**config.mk**
```make
export PLATFORM = sky130hd
export DESIGN_NAME = bus_arb_mux_flat
export DESIGN_NICKNAME = d
export VERILOG_FILES = /design/src/rtl/bus_arb_mux_pkg.sv /design/src/rtl/bus_arb_mux_if.sv /design/src/rtl/bus_arb_mux_pick.sv /design/src/rtl/bus_arb_mux.sv /design/src/flat_wrapper.sv
export SDC_FILE = /design/constraint.sdc
export NUM_CORES = 1
export LEC_CHECK = 0
export ABC_CLOCK_PERIOD_IN_PS = 8700
export CAP_MARGIN = 20
export CORE_AREA = 2 2 351 353
export DETAILED_ROUTE_END_ITERATION = 16
export DIE_AREA = 0 0 353 355
export PLACE_DENSITY_LB_ADDON = 0.08
export SLEW_MARGIN = 25
export SYNTH_ARGS = -nofsm -noshare
export SYNTH_HDL_FRONTEND = slang
export SYNTH_SLANG_ARGS = --single-unit
```
**constraint.sdc**
```tcl
create_clock -name clock -period 8.7 [get_ports clock]
set_clock_uncertainty 0.05 [all_clocks]
set_input_delay 0.87 -clock clock [delete_from_list [all_inputs] [get_ports clock]]
set_output_delay 0.87 -clock clock [all_outputs]
set_load 0.02 [all_outputs]
```
**src/rtl/bus_arb_mux_pkg.sv**
```systemverilog
// Shared constants, source indices and state type for the bus arbiter.
package bus_pkg;

  localparam int BUS_WIDTH = 32;
  localparam int BUS_NSRC  = 25;

  localparam int SRC_R0     = 0;
  localparam int SRC_R1     = 1;
  localparam int SRC_R2     = 2;
  localparam int SRC_R3     = 3;
  localparam int SRC_R4     = 4;
  localparam int SRC_R5     = 5;
  localparam int SRC_R6     = 6;
  localparam int SRC_R7     = 7;
  localparam int SRC_R8     = 8;
  localparam int SRC_R9     = 9;
  localparam int SRC_R10    = 10;
  localparam int SRC_R11    = 11;
  localparam int SRC_R12    = 12;
  localparam int SRC_R13    = 13;
  localparam int SRC_R14    = 14;
  localparam int SRC_R15    = 15;
  localparam int SRC_HI     = 16;
  localparam int SRC_LO     = 17;
  localparam int SRC_ZHI    = 18;
  localparam int SRC_ZLO    = 19;
  localparam int SRC_PC     = 20;
  localparam int SRC_MDR    = 21;
  localparam int SRC_INPORT = 22;
  localparam int SRC_CSIGN  = 23;

  typedef enum logic {
    ST_IDLE,
    ST_OWN
  } state_t;

endpackage

```
**src/rtl/bus_arb_mux_if.sv**
```systemverilog
// Request/grant bundle between bus sources and the registered bus arbiter.
interface bus_arb_mux_if
  import bus_pkg::*;
#(
  parameter int WIDTH = BUS_WIDTH,
  parameter int NSRC  = BUS_NSRC,
  parameter int SELW  = $clog2(NSRC)
);

  logic [NSRC*WIDTH-1:0] src_data;
  logic [NSRC-1:0]       src_req;
  logic [NSRC-1:0]       src_grant;
  logic [WIDTH-1:0]      bus_out;
  logic                  bus_valid;
  logic [SELW-1:0]       bus_sel;
  logic                  conflict;

  modport master (
    output src_data,
    output src_req,
    input  src_grant,
    input  bus_out,
    input  bus_valid,
    input  bus_sel,
    input  conflict
  );

  modport slave (
    input  src_data,
    input  src_req,
    output src_grant,
    output bus_out,
    output bus_valid,
    output bus_sel,
    output conflict
  );

endinterface

```
**src/rtl/bus_arb_mux_pick.sv**
```systemverilog
// Combinational winner search: first unmasked request at or after ptr,
// wrapping modulo NSRC.
module bus_arb_pick #(
  parameter int NSRC = 25,
  parameter int SELW = $clog2(NSRC)
) (
  input  logic [NSRC-1:0] req,
  input  logic [NSRC-1:0] mask,
  input  logic [SELW-1:0] ptr,
  output logic [NSRC-1:0] win,
  output logic            found
);

  int              j;
  logic [SELW-1:0] jj;

  always_comb begin
    win   = '0;
    found = 1'b0;
    j     = 0;
    jj    = '0;
    for (int i = 0; i < NSRC; i++) begin
      j = int'(ptr) + i;
      if (j >= NSRC) j = j - NSRC;
      jj = SELW'(j);
      if (!found && req[jj] && !mask[jj]) begin
        win[jj] = 1'b1;
        found   = 1'b1;
      end
    end
  end

endmodule

```
**src/rtl/bus_arb_mux.sv**
```systemverilog
// Registered bus arbiter/mux with bounded ownership.
// Define BUS_ARB_RR_EN for round-robin arbitration (default: fixed priority).
module bus_arb_mux
  import bus_pkg::*;
#(
  parameter int WIDTH     = BUS_WIDTH,
  parameter int NSRC      = BUS_NSRC,
  parameter int SELW      = $clog2(NSRC),
  parameter int MAX_HOLD  = 4,
  parameter int HOLD_LAST = 1
) (
  input logic        clock,
  input logic        clear,
  bus_arb_mux_if.slave bus
);

  state_t            state_q, state_n;
  logic [NSRC-1:0]   grant_q, grant_n;
  logic [NSRC-1:0]   mask, win;
  logic              found, take;
  logic [7:0]        cnt_q, cnt_n;
  logic [WIDTH-1:0]  data_q, data_n;
  logic [SELW-1:0]   sel_q, sel_n, ptr;
  logic              valid_q, valid_n;
  logic              conflict_q;
  logic              owner_req, others, expired;

  assign owner_req = |(bus.src_req & grant_q);
  assign others    = |(bus.src_req & ~grant_q);
  assign expired   = (cnt_q == 8'(MAX_HOLD));
  // Mask the owner only when its hold has run out and someone is waiting
  assign mask = (owner_req && expired && others) ? grant_q : '0;

`ifdef BUS_ARB_RR_EN
  logic [SELW-1:0] rr_q, rr_n;

  assign ptr = rr_q;

  always_comb begin
    rr_n = rr_q;
    if (take)
      rr_n = (sel_n == SELW'(NSRC - 1)) ? '0 : sel_n + 1'b1;
  end

  always_ff @(posedge clock) begin
    if (clear) rr_q <= '0;
    else       rr_q <= rr_n;
  end
`else
  assign ptr = '0;
`endif

  bus_arb_pick #(
    .NSRC (NSRC),
    .SELW (SELW)
  ) u_pick (
    .req   (bus.src_req),
    .mask  (mask),
    .ptr   (ptr),
    .win   (win),
    .found (found)
  );

  always_comb begin
    state_n = state_q;
    grant_n = grant_q;
    cnt_n   = cnt_q;
    take    = 1'b0;
    unique case (state_q)
      ST_IDLE: begin
        if (found) begin
          take    = 1'b1;
          state_n = ST_OWN;
          grant_n = win;
          cnt_n   = 8'd1;
        end
      end
      ST_OWN: begin
        if (owner_req && !(expired && others)) begin
          if (!expired) cnt_n = cnt_q + 8'd1;
        end else if (found) begin
          take    = 1'b1;
          grant_n = win;
          cnt_n   = 8'd1;
        end else begin
          state_n = ST_IDLE;
          grant_n = '0;
          cnt_n   = '0;
        end
      end
      default: begin
        state_n = ST_IDLE;
        grant_n = '0;
        cnt_n   = '0;
      end
    endcase
  end

  always_comb begin
    data_n  = '0;
    sel_n   = '0;
    valid_n = |grant_n;
    for (int i = 0; i < NSRC; i++) begin
      if (grant_n[i]) begin
        data_n = data_n | bus.src_data[i*WIDTH +: WIDTH];
        sel_n  = sel_n | SELW'(i);
      end
    end
    if (!valid_n)
      data_n = (HOLD_LAST != 0) ? data_q : '0;
  end

  always_ff @(posedge clock) begin
    if (clear) begin
      state_q    <= ST_IDLE;
      grant_q    <= '0;
      cnt_q      <= '0;
      data_q     <= '0;
      sel_q      <= '0;
      valid_q    <= 1'b0;
      conflict_q <= 1'b0;
    end else begin
      state_q    <= state_n;
      grant_q    <= grant_n;
      cnt_q      <= cnt_n;
      data_q     <= data_n;
      sel_q      <= sel_n;
      valid_q    <= valid_n;
      conflict_q <= ($countones(bus.src_req) > 1);
    end
  end

  assign bus.src_grant = grant_q;
  assign bus.bus_out   = data_q;
  assign bus.bus_valid = valid_q;
  assign bus.bus_sel   = sel_q;
  assign bus.conflict  = conflict_q;

endmodule
```
**src/flat_wrapper.sv**
```systemverilog
// flat-port wrapper written by rule: the top's interface ports become plain ports
module bus_arb_mux_flat import bus_pkg::*;
#(
  parameter int WIDTH     = BUS_WIDTH,
  parameter int NSRC      = BUS_NSRC,
  parameter int SELW      = $clog2(NSRC),
  parameter int MAX_HOLD  = 4,
  parameter int HOLD_LAST = 1
)
  (clock, clear, bus_src_data, bus_src_req, bus_src_grant, bus_bus_out, bus_bus_valid, bus_bus_sel, bus_conflict);
  bus_arb_mux_if #(.WIDTH(WIDTH), .NSRC(NSRC), .SELW(SELW)) bus_i ();
  input logic clock;
  input logic clear;
  input wire logic [$bits(bus_i.src_data)-1:0] bus_src_data;
  input wire logic [$bits(bus_i.src_req)-1:0] bus_src_req;
  output wire logic [$bits(bus_i.src_grant)-1:0] bus_src_grant;
  output wire logic [$bits(bus_i.bus_out)-1:0] bus_bus_out;
  output wire logic [$bits(bus_i.bus_valid)-1:0] bus_bus_valid;
  output wire logic [$bits(bus_i.bus_sel)-1:0] bus_bus_sel;
  output wire logic [$bits(bus_i.conflict)-1:0] bus_conflict;
  assign bus_i.src_data = bus_src_data;
  assign bus_i.src_req = bus_src_req;
  assign bus_src_grant = bus_i.src_grant;
  assign bus_bus_out = bus_i.bus_out;
  assign bus_bus_valid = bus_i.bus_valid;
  assign bus_bus_sel = bus_i.bus_sel;
  assign bus_conflict = bus_i.conflict;
  bus_arb_mux #(.WIDTH(WIDTH), .NSRC(NSRC), .SELW(SELW), .MAX_HOLD(MAX_HOLD), .HOLD_LAST(HOLD_LAST)) u_core (.clock(clock), .clear(clear), .bus(bus_i));
endmodule
```
==> results of run 1 <==
==> synth_stat cells (5+ instances only) <==
cell,n
a21oi_1,73
a31o_1,11
dfxtp_1,73
buf_6,10
a2111oi_0,12
nor3_1,46
buf_2,23
a21boi_0,8
a32o_1,11
inv_1,61
a221o_1,12
and3_1,14
a41oi_1,6
nor2b_1,22
nor4_1,24
nand3_1,58
a222oi_1,71
a311oi_1,5
nand4b_1,5
o21ai_0,11
buf_1,8
o2111ai_1,5
a22o_1,37
o31a_1,8
clkbuf_1,92
and4_1,6
a31oi_1,8
a31o_2,8
a221oi_1,31
nand4_1,58
nor2_1,47
a221oi_2,19
ha_1,22
nand2_1,130
nand2b_1,8
a32oi_1,5
a22oi_1,240
and2_1,11
o31ai_1,15
fa_1,20
==> where the power goes <==
part / switching (W) / leakage [nW] / internal (W)
combinational: 0.000540 / 6.72 / 0.000567
clock: 0.000214 / 0.173 / 0.000285
sequential: 0.0000185 / 0.599 / 0.000358
==> registers in the layout, indices dropped and copies added (netlist names) <==
register and cells:
u_core.bus.bus_valid 1, u_core.bus.src_grant 25, u_core.bus.bus_sel 5, u_core.cnt_q 8, u_core.bus.conflict 1, u_core.state_q 1, u_core.bus.bus_out 32
==> cells by family (layout without fill, tap and decap cells) <==
| family | Yosys count | after routing |
|---|---|---|
| AO/OA/AOI/OAI | 629 | 629 |
| XOR/XNOR | 3 | 3 |
| adder cells (fa/ha/maj) | 42 | 42 |
| buffers and inverters | 198 | 1058 |
| flip-flops | 73 | 73 |
| multiplexers | 3 | 3 |
| other | 0 | 14 |
| AND/OR/NAND/NOR | 452 | 452 |
==> per-layer routing <==
layer	vias up	part of all wire
li1	7531	-
met1	9387	0.44
met2	1134	0.46
met3	167	0.077
met4	52	0.015
met5	-	0.0020
==> layout make-up <==
cell class                      instances  share of cell area
Timing Repair Buffer                  981              0.4363
Multi-Input combinational cell       1129              0.3778
Tap cell                             1625             0.09203
Sequential cell                        73             0.06615
Clock buffer                           13             0.01269
Inverter                               61             0.01036
Clock inverter                          3            0.003115
Antenna cell                           14            0.001586
==> worst max-delay path by stage <==
stage / startpoint / end / cells past startpoint
floorplan: bus_src_req[22] / u_core.bus.bus_out[30]$_SDFFE_PP0P_ / 19
global placement: bus_src_req[0] / u_core.bus.bus_out[25]$_SDFFE_PP0P_ / 15
detailed placement: bus_src_req[0] / u_core.bus.bus_out[25]$_SDFFE_PP0P_ / 15
CTS: bus_src_req[0] / u_core.bus.bus_out[25]$_SDFFE_PP0P_ / 15
global route: bus_src_req[22] / u_core.bus.bus_out[14]$_SDFFE_PP0P_ / 15
finish: bus_src_req[22] / u_core.bus.bus_out[14]$_SDFFE_PP0P_ / 15
==> worst min-delay path, delay by kind of cell, from the launching register on <==
| family | cells | cell delay (ns) |
|---|---|---|
| flip-flops | 1 | 0.31 |
| buffers and inverters | 1 | 0.06 |
| AO/OA/AOI/OAI | 1 | 0.05 |
==> per-stage QoR <==
stage / cell area (um^2) / cells / total power (W) / util
2_1_floorplan: 10550 / 1400 / 0.0007698 / -
3_3_place_gp: 21690 / 3869 / 0.001486 / 0.1787
3_5_place_dp: 21700 / 3869 / 0.001494 / 0.1788
4_1_cts: 22050 / 3885 / 0.002017 / 0.1816
5_1_grt: 22080 / 3892 / 0.002091 / 0.1819
6_report: 22090 / 3899 / 0.001984 / 0.1820
==> impl_results.md, run 1 <==
* Status: finished clean
* Detailed Route Iter0 Violations at 2,320
* Hold path startpoint: u_core.bus.bus_out[24]$_SDFFE_PP0P_
* Post-CTS setup buffers at 0
* Synth unique cells at 73
* Share of cells above drive strength 1 at 0.08142
* Syn nets at 2,269
* Vias in the first global route at 18,204
* CP required at 8.95 ns
* Via count at 18,271
* Fin crit share at 0.7862
* RSZ-0062 raised after global routing: false
* Setup Viol. Count Final at 0
* Cell family with most CP delay: simple AND/OR/NAND/NOR gates
* DR DRC count at 0
* Met3 usage at 0.06672
* Initial antenna violation count at 82
* Placement-stage worst setup slack at 0.7752 ns
* Post-synthesis compound-gate area fraction at 0.4856
* Slew Viols, Final at 0
* Synth Register Bits at 73
* Synth Cell Area at 10,550 um^2
* IO buf count at 890
* Drt wl/cell at 43.11 um
* WS Path Type: primary input to flip-flop
* Slowest-stage cell, CP: and3_2
* Number of I/O pins at 891
* Post-detail-place hpwl at 142,800 um
* Worst hold margin at 0.4132 ns
* Area of the multi-input gates at 8347 um^2
* Post-synth top area cell: a22oi_1
* Post-synth EDFFs at 0
* Clk pin slew, worst setup/hold paths at 0.08 ns
* Synthesis-to-finish area growth at 109.5%
* DRT Pass-1 Iters at 7
* CP Launch Type: primary input
* Total clock sinks at 73
* Least-Margin Pin Slew at 1.143 ns
* Reg-to-reg critical path startpoint: u_core.bus.src_grant[8]$_SDFF_PP0_
* CP max stage delay at 0.86 ns
* Main combinational cell family by area after synthesis: compound AO/OA/AOI/OAI gates
* Seq/Total Area, Yosys at 0.1386
* H-Tree Depth at 3
* Fillers at 13,820
* Post-synthesis mux area share at 0.002966
* Core footprint at 121,400 um^2
* Worst min-delay path class: flip-flop to flip-flop
* CTS tree: done
* Fin Setup TNS at 0 ns
* Clock latency at the later pin of the worst-skew pair at 0.40 ns
* R2R cell count at 15
* CP Data Arrival Time at 7.09 ns
* Max clock buf depth at 2
* Max-cap violation count at 0
* Post-Route WL at 168,100 um
* # resized after CTS at 0
* Hold path endpoint: u_core.bus.bus_out[24]$_SDFFE_PP0P_
* Min cycle time layout at 6.840 ns
* Seq. cell area at 1461 um^2
* First-pass GRT wire length at 209,300 um
* Crit Path Max Fanout at 34
* Cell mode on critical path: buf_4
* GR peak layer: met2
* Post-synthesis xor/xnor area fraction at 0.002492
* Commonest non-fill, non-tap cell in the layout: clkdlybuf4s50_1
* WP buf/inv at 3
* Fmax at 0.1462 GHz
* Pwr dens at 89.79 nW/um^2
* Routed Antenna Nets at 0
* Async set or reset register ratio after synthesis at 0
* Commonest non-fill, non-tap cells in the layout: clkdlybuf4s50_1, a22oi_1, nand2_1
* Cts hold-fix bufs at 0
* Root Driver: clkbuf_16
* Slew margin rel. at 0.2296
* GRT Util Overall at 0.2553
* Reg2Reg Capture Point: u_core.bus.bus_out[14]$_SDFFE_PP0P_
* R2r setup slk at 2.07 ns
* Gpl congestion at 0.9794
* Gate Count Post-Synth at 1,400
* Hold Fails Final Rpt at 0
* Crit-path cells: clkdlybuf4s50_1 -> nor2b_1 -> a2111o_1 -> nor4_4 -> a21oi_1 -> nor3_4 -> buf_4 -> buf_4 -> nor3_1 -> a32oi_1 -> nand2_2 -> nor4_1 -> and3_2 -> nand2_1 -> a311oi_1
* GRT overflow at 0
* Setup WS post-layout at 1.860 ns
* WHS Path Cells at 2
* Syn avg cell area at 7.532 um^2
* Leak at 7.490 nW
* Routing usage on met2 at 0.4185
* VDD IR max at 0.00009971 V
* M1 GR Usage at 0.3391
* Ys Warns at 0
* Final #Nets at 3,124
* Effective utilization at floorplan at 0.08687
* Endpoint class of the critical path: flip-flop
* Die X-Extent at 353 um
* Number of CTS-inserted buffers at 9
* Top-area cell type share of the netlist area at 0.1709
* Adder-cell area share of the yosys netlist at 0.06407
* Mean number of vias per cell at 4.686
* Die ar. at 125,300 um^2
* Row Count at 128
* Top post-synthesis cells by area: a22oi_1, dfxtp_1, a222oi_1
* Top_reg_cell synth: dfxtp_1
* Largest net degree at the start of global routing at 56
* Simple-Gate Fraction of Synth Area at 0.2245
* Chip height at 355 um
(Power assumes the default switching activity.)
==> inputs of run 2 (changes only) <==
- ABC_CLOCK_PERIOD_IN_PS: 8700 -> 6640
- CORE_AREA: 2 2 351 353 -> 2 2 346 348
- DIE_AREA: 0 0 353 355 -> 0 0 348 350
- clock period: 8.7 -> 6.64 ns (I/O delays scaled with it)
==> impl_results.md, run 2 (synthesized netlist as in run 1, its figures left out) <==
* Status: finished clean
* WP buf/inv at 5 (+2)
* Cell mode on critical path: buf_4
* CP max stage delay at 0.63 ns (-0.23 ns)
* Endpoint class of the critical path: flip-flop
* Max-cap violation count at 0 (unchanged)
* Detailed Route Iter0 Violations at 2,091 (-9.9%)
* Post-CTS setup buffers at 0 (unchanged)
* Fin Setup TNS at 0 ns (unchanged)
* Fin area at 22,990 um^2 (+4.0%)
* Chip height at 350 um (-1.4%)
* Core footprint at 117,800 um^2 (-3.0%)
* Placement-stage worst setup slack at 0.1423 ns (-0.6329 ns)
* CTS tree: done
* Row Count at 126 (-1.6%)
* GR peak layer: met2
* Largest net degree at the start of global routing at 44 (-21%)
* Met3 usage at 0.07569 (+0.008974)
* Gpl congestion at 0.9799 (about the same)
* GRT Util Overall at 0.2655 (+0.01021)
* RSZ-0062 raised after global routing: false
* Worst min-delay path class: flip-flop to flip-flop
* VDD IR max at 0.0001111 V (+11%)
* Placed Area at 22,610 um^2 (+4.2%)
* Slew Viols, Final at 0 (unchanged)
* Setup Viol. Count Final at 0 (unchanged)
* Vias in the first global route at 18,706 (+2.8%)
* Number of I/O pins at 891 (unchanged)
* Root Driver: clkbuf_16
* Post-Route WL at 170,300 um (+1.3%)
* Routing usage on met2 at 0.4289 (+0.01043)
* Drt wl/cell at 43.44 um (+0.76%)
* CP Data Arrival Time at 6.35 ns (-0.74 ns)
* Least-Margin Pin Slew at 1.158 ns (+0.01443 ns)
* Routed Antenna Nets at 0 (unchanged)
* Synthesis-to-finish area growth at 118.0%
* CP required at 6.87 ns (-2.08 ns)
* Fmax at 0.1634 GHz
* Slowest-stage cell, CP: clkdlybuf4s50_1
* Pwr dens at 113.9 nW/um^2 (+27%)
* Die ar. at 121,800 um^2 (-2.8%)
* Die X-Extent at 348 um (-1.4%)
* Min cycle time layout at 6.121 ns
* Leak at 8.014 nW (+7.0%)
* GRT overflow at 0 (unchanged)
* Pwr Total at 0.002619 W (+32%)
* IO buf count at 890 (unchanged)
* Via count at 18,831 (+3.1%)
* Share of cells above drive strength 1 at 0.1164 (+0.03498)
* Cts hold-fix bufs at 0 (unchanged)
* DRT Pass-1 Iters at 10 (+3)
* M1 GR Usage at 0.3479 (+0.008782)
* Clock latency at the later pin of the worst-skew pair at 0.39 ns (about the same)
* Post-detail-place hpwl at 146,400 um (+2.5%)
* Crit-path cells: clkdlybuf4s50_1 -> nor2b_1 -> a2111o_1 -> nor4_4 -> and2_4 -> o31ai_1 -> and4_1 -> and4_1 -> buf_4 -> a31oi_1 -> nand2b_1 -> buf_12 -> a222oi_1 -> buf_4 -> nand3_1 -> a2111oi_0 -> buf_4 -> a21oi_1
* Setup WS post-layout at 0.5190 ns (-1.341 ns)
* Crit Path Max Fanout at 30 (-12%)
* Initial antenna violation count at 85 (+3.7%)
* Slew margin rel. at 0.2221 (-0.007505)
* Total clock sinks at 73 (unchanged)
* Fin crit share at 0.9218
* CP Launch Type: primary input
* WS Path Type: primary input to flip-flop
* Final #Nets at 3,218 (+3.0%)
* Commonest non-fill, non-tap cells in the layout: clkdlybuf4s50_1, a22oi_1, buf_4
* Hold Fails Final Rpt at 0 (unchanged)
* H-Tree Depth at 3 (unchanged)
* Number of CTS-inserted buffers at 9 (unchanged)
* # resized after CTS at 0 (unchanged)
* Commonest non-fill, non-tap cell in the layout: clkdlybuf4s50_1
* Max clock buf depth at 2 (unchanged)
* Effective utilization at floorplan at 0.08954 (+0.002678)
* DR DRC count at 0 (unchanged)
* Clk pin slew, worst setup/hold paths at 0.08 ns (about the same)
* Max reg flops at 32 (unchanged)
* Cell family with most CP delay: compound AO/OA/AOI/OAI gates
* First-pass GRT wire length at 211,300 um (+0.95%)
* Mean number of vias per cell at 4.804 (+2.5%)
## run 2: cell type report
| type | instances | area, um^2 |
|---|---|---|
| clock inverters | 7 | 78.83 |
| flip-flops and latches | 73 | 1461 |
| clock buffers | 9 | 225.2 |
| multi-input cells | 1129 | 8351 |
| fillers | 13237 | 94780 |
| inverters | 61 | 229.0 |
| repair buffers | 1075 | 10650 |
| diodes | 30 | 75.07 |
| well taps | 1536 | 1922 |
## run 2: final timing paths
check	slack (ns)	endpoint	depth (start not counted)	start
worst max-delay path	0.52	u_core.bus.bus_out[4]$_SDFFE_PP0P_	18	bus_src_req[22]
worst min-delay path	0.42	u_core.bus.bus_out[11]$_SDFFE_PP0P_	2	u_core.bus.bus_out[11]$_SDFFE_PP0P_
worst max register to register	0.60	u_core.bus.bus_out[13]$_SDFFE_PP0P_	17	u_core.cnt_q[0]$_SDFFE_PP0P_
worst min register to register	0.42	u_core.bus.bus_out[11]$_SDFFE_PP0P_	2	u_core.bus.bus_out[11]$_SDFFE_PP0P_
## run 2: worst reg2reg max path: stages, from the launching register on
cell and delay [ns]:
dfxtp_1 0.37, inv_1 0.10, ha_1 0.16, nor4b_1 0.33, and3_1 0.73, buf_4 0.29, nand2_1 0.06, o31ai_1 0.84
nand2_1 0.31, nor3_1 0.81, a32oi_1 0.25, a21boi_0 0.95, buf_4 0.25, a2111oi_0 0.06, buf_4 0.18, nand3_1 0.07
nor4_1 0.05, a21oi_1 0.13
## run 2: where the power goes
| group | switching, W | internal, W | leakage, nW |
|---|---|---|---|
| Combinational | 0.000765 | 0.000786 | 7.27 |
| Sequential | 0.0000238 | 0.000470 | 0.599 |
| Clock | 0.000278 | 0.000296 | 0.144 |
## run 2: metal layers
metal | share of wire | up-vias
li1 | - | 7748
met5 | 0.0021 | -
met3 | 0.089 | 192
met4 | 0.020 | 56
met1 | 0.43 | 9601
met2 | 0.46 | 1234
## run 2: through the flow
step | std cells | hold slack [ns] | util
2_1_floorplan | 1400 | 0.3986 | -
3_3_place_gp | 3874 | 0.4013 | 0.1919
3_5_place_dp | 3874 | 0.4071 | 0.1920
4_1_cts | 3890 | 0.4197 | 0.1946
5_1_grt | 3909 | 0.4279 | 0.1950
6_report | 3920 | 0.4187 | 0.1952
==> inputs of run 3 (changes only) <==
- PLACE_DENSITY: unset -> 0.3
- PLACE_DENSITY_LB_ADDON: 0.08 -> unset
- RECOVER_POWER: unset -> 100
- SETUP_SLACK_MARGIN: unset -> 0.3
==> impl_results.md, run 3 (synthesized netlist as in run 1, its figures left out) <==
* Status: finished, violations left
* Failing checks: max-capacitance violations, max-slew violations
* Hold path startpoint: u_core.bus.bus_out[0]$_SDFFE_PP0P_
* Root Driver: clkbuf_16
* Gpl congestion at 0.9801 (about the same)
* Worst min-delay path class: flip-flop to flip-flop
* Fin crit share at 0.9328 (+0.01095)
* Total clock sinks at 73 (unchanged)
* Reg-to-reg critical path startpoint: u_core.bus.src_grant[22]$_SDFF_PP0_
* # resized after CTS at 0 (unchanged)
* Setup WS post-layout at 0.4463 ns (-0.07271 ns)
* Initial antenna violation count at 65 (-24%)
* Min cycle time layout at 6.194 ns (+0.07271 ns)
* Number of CTS-inserted buffers at 9 (unchanged)
* Post-Route M1 WL at 67,220 um (-8.3%)
* Crit Path Max Fanout at 17 (-43%)
* Via count at 18,527 (-1.6%)
* WS Path Type: primary input to flip-flop
* IO buf count at 890 (unchanged)
* Crit-path cells: dlygate4sd3_1 -> a22o_1 -> a221oi_1 -> and3_1 -> and2_1 -> buf_4 -> buf_4 -> o31a_1 -> nor4_1 -> nand4_1 -> o21ai_4 -> buf_4 -> a22oi_1 -> nand4_1 -> a21oi_1 -> a221oi_2
* Number of I/O pins at 891 (unchanged)
* Commonest non-fill, non-tap cells in the layout: clkdlybuf4s50_1, a22oi_1, buf_4
* Max-cap violation count at 1 (+1)
* CP max stage delay at 1.50 ns (+0.87 ns)
* Placed Area at 23,080 um^2 (+2.1%)
* Slowest-stage cell, CP: nor4_1
* Die ar. at 121,800 um^2 (unchanged)
* Hold Fails Final Rpt at 0 (unchanged)
* CP Launch Type: primary input
* Routed Antenna Nets at 0 (unchanged)
* Cell Count, Final, Fillers Out at 3,957 (+0.94%)
* Pwr Total at 0.002595 W (-0.90%)
* WP buf/inv at 4 (-1)
* Synthesis-to-finish area growth at 121.7%
* Cell mode on critical path: buf_4
* Placement-stage worst setup slack at -0.09928 ns (-0.2415 ns)
* DRT Pass-1 Iters at 10 (unchanged)
* Cts hold-fix bufs at 0 (unchanged)
* GRT Util Overall at 0.2399 (-0.02558)
* Post-CTS setup buffers at 0 (unchanged)
* Leak at 8.405 nW (+4.9%)
* CTS tree: done
* Mean number of vias per cell at 4.682 (-2.5%)
* Share of cells above drive strength 1 at 0.1246 (+0.008186)
* Max Used Layer: met5
* Max reg flops at 32 (unchanged)
* Vias in the first global route at 18,524 (-0.97%)
* Cell family with most CP delay: simple AND/OR/NAND/NOR gates
* First-pass GRT wire length at 193,400 um (-8.5%)
* Clock latency at the later pin of the worst-skew pair at 0.39 ns (about the same)
* Core footprint at 117,800 um^2 (unchanged)
* Detailed Route Iter0 Violations at 2,333 (+12%)
* Met3 wire len at 13,260 um (-13%)
* R2r setup slk at 0.65 ns (+0.05 ns)
* Drt wl/cell at 39.07 um (-10%)
* Fmax at 0.1615 GHz (-1.2%)
* Clk pin slew, worst setup/hold paths at 0.09 ns (about the same)
* CP Data Arrival Time at 6.46 ns (+0.11 ns)
* Fin area at 23,380 um^2 (+1.7%)
* Largest net degree at the start of global routing at 49 (+11%)
* Fin Setup TNS at 0 ns (unchanged)
* Fillers at 13,175 (-0.47%)
* Effective utilization at floorplan at 0.08954 (unchanged)
* Slew margin rel. at -0.2497 (-0.4718)
* Die X-Extent at 348 um (unchanged)
* VDD IR max at 0.0001296 V (+17%)
* Post-detail-place hpwl at 132,000 um (-9.8%)
* GRT overflow at 0 (unchanged)
* Final #Nets at 3,264 (+1.4%)
* Met2 WL at 71,430 um (-8.4%)
* Pwr dens at 111.0 nW/um^2 (-2.6%)
* Post-Route WL at 154,600 um (-9.2%)
* Row Count at 126 (unchanged)
* Max clock buf depth at 2 (unchanged)
* CP required at 6.90 ns (+0.03 ns)
* Endpoint class of the critical path: flip-flop
* Setup Viol. Count Final at 0 (unchanged)
* Least-Margin Pin Slew at 1.857 ns (+0.6995 ns)
* Chip height at 350 um (unchanged)
* Placed cells at 3,920 (+1.2%)
* Slew Viols, Final at 6 (+6)
* Crit. Startpoint: bus_src_req[18]
* H-Tree Depth at 3 (unchanged)
* Commonest non-fill, non-tap cell in the layout: clkdlybuf4s50_1
* DR DRC count at 0 (unchanged)
* RSZ-0062 raised after global routing: false
-- run 3: final timing paths --
path / to / depth (start not counted)
max: u_core.bus.bus_out[7]$_SDFFE_PP0P_ / 16
min: u_core.bus.bus_out[0]$_SDFFE_PP0P_ / 2
max reg2reg: u_core.bus.bus_out[7]$_SDFFE_PP0P_ / 14
min reg2reg: u_core.bus.bus_out[0]$_SDFFE_PP0P_ / 2
-- run 3: cell type report --
| type | count | area, um^2 | share of cell area |
|---|---|---|---|
| diodes | 21 | 52.55 | 0.002248 |
| clock buffers | 9 | 225.2 | 0.009633 |
| clock inverters | 7 | 100.1 | 0.004282 |
| inverters | 61 | 229.0 | 0.009794 |
| multi-input cells | 1129 | 8302 | 0.3551 |
| flip-flops and latches | 73 | 1461 | 0.06251 |
| well taps | 1536 | 1922 | 0.08220 |
| repair buffers | 1121 | 11090 | 0.4742 |
-- run 3: metal layers --
layer	global-route usage	vias to the layer above
li1	-	7840
met1	0.3163	9331
met2	0.3943	1159
met3	0.06554	155
met4	0.03914	42
met5	0	-
-- run 3: worst reg2reg max path: cells and delay by family (launching register included) --
| family | cells | cell delay, ns |
|---|---|---|
| AOI/OAI and AO/OA | 6 | 1.46 |
| and+or+nand+nor | 5 | 2.68 |
| DFF | 1 | 0.88 |
| buffers and inverters | 3 | 0.83 |
-- run 3: power breakdown --
part / internal, W / switching, W
clock network: 0.000335 / 0.000301
registers: 0.000469 / 0.0000214
logic: 0.000768 / 0.000700
total: 0.00157 / 0.00102
-- run 3: through the flow --
| step | hold WS [ns] | utilization |
|---|---|---|
| 3_5_place_dp | 0.4045 | 0.1960 |
| 6_report | 0.4157 | 0.1985 |
| 3_3_place_gp | 0.4039 | 0.1959 |
| 5_1_grt | 0.4352 | 0.1982 |
| 4_1_cts | 0.4184 | 0.1987 |
| 2_1_floorplan | 0.3986 | - |
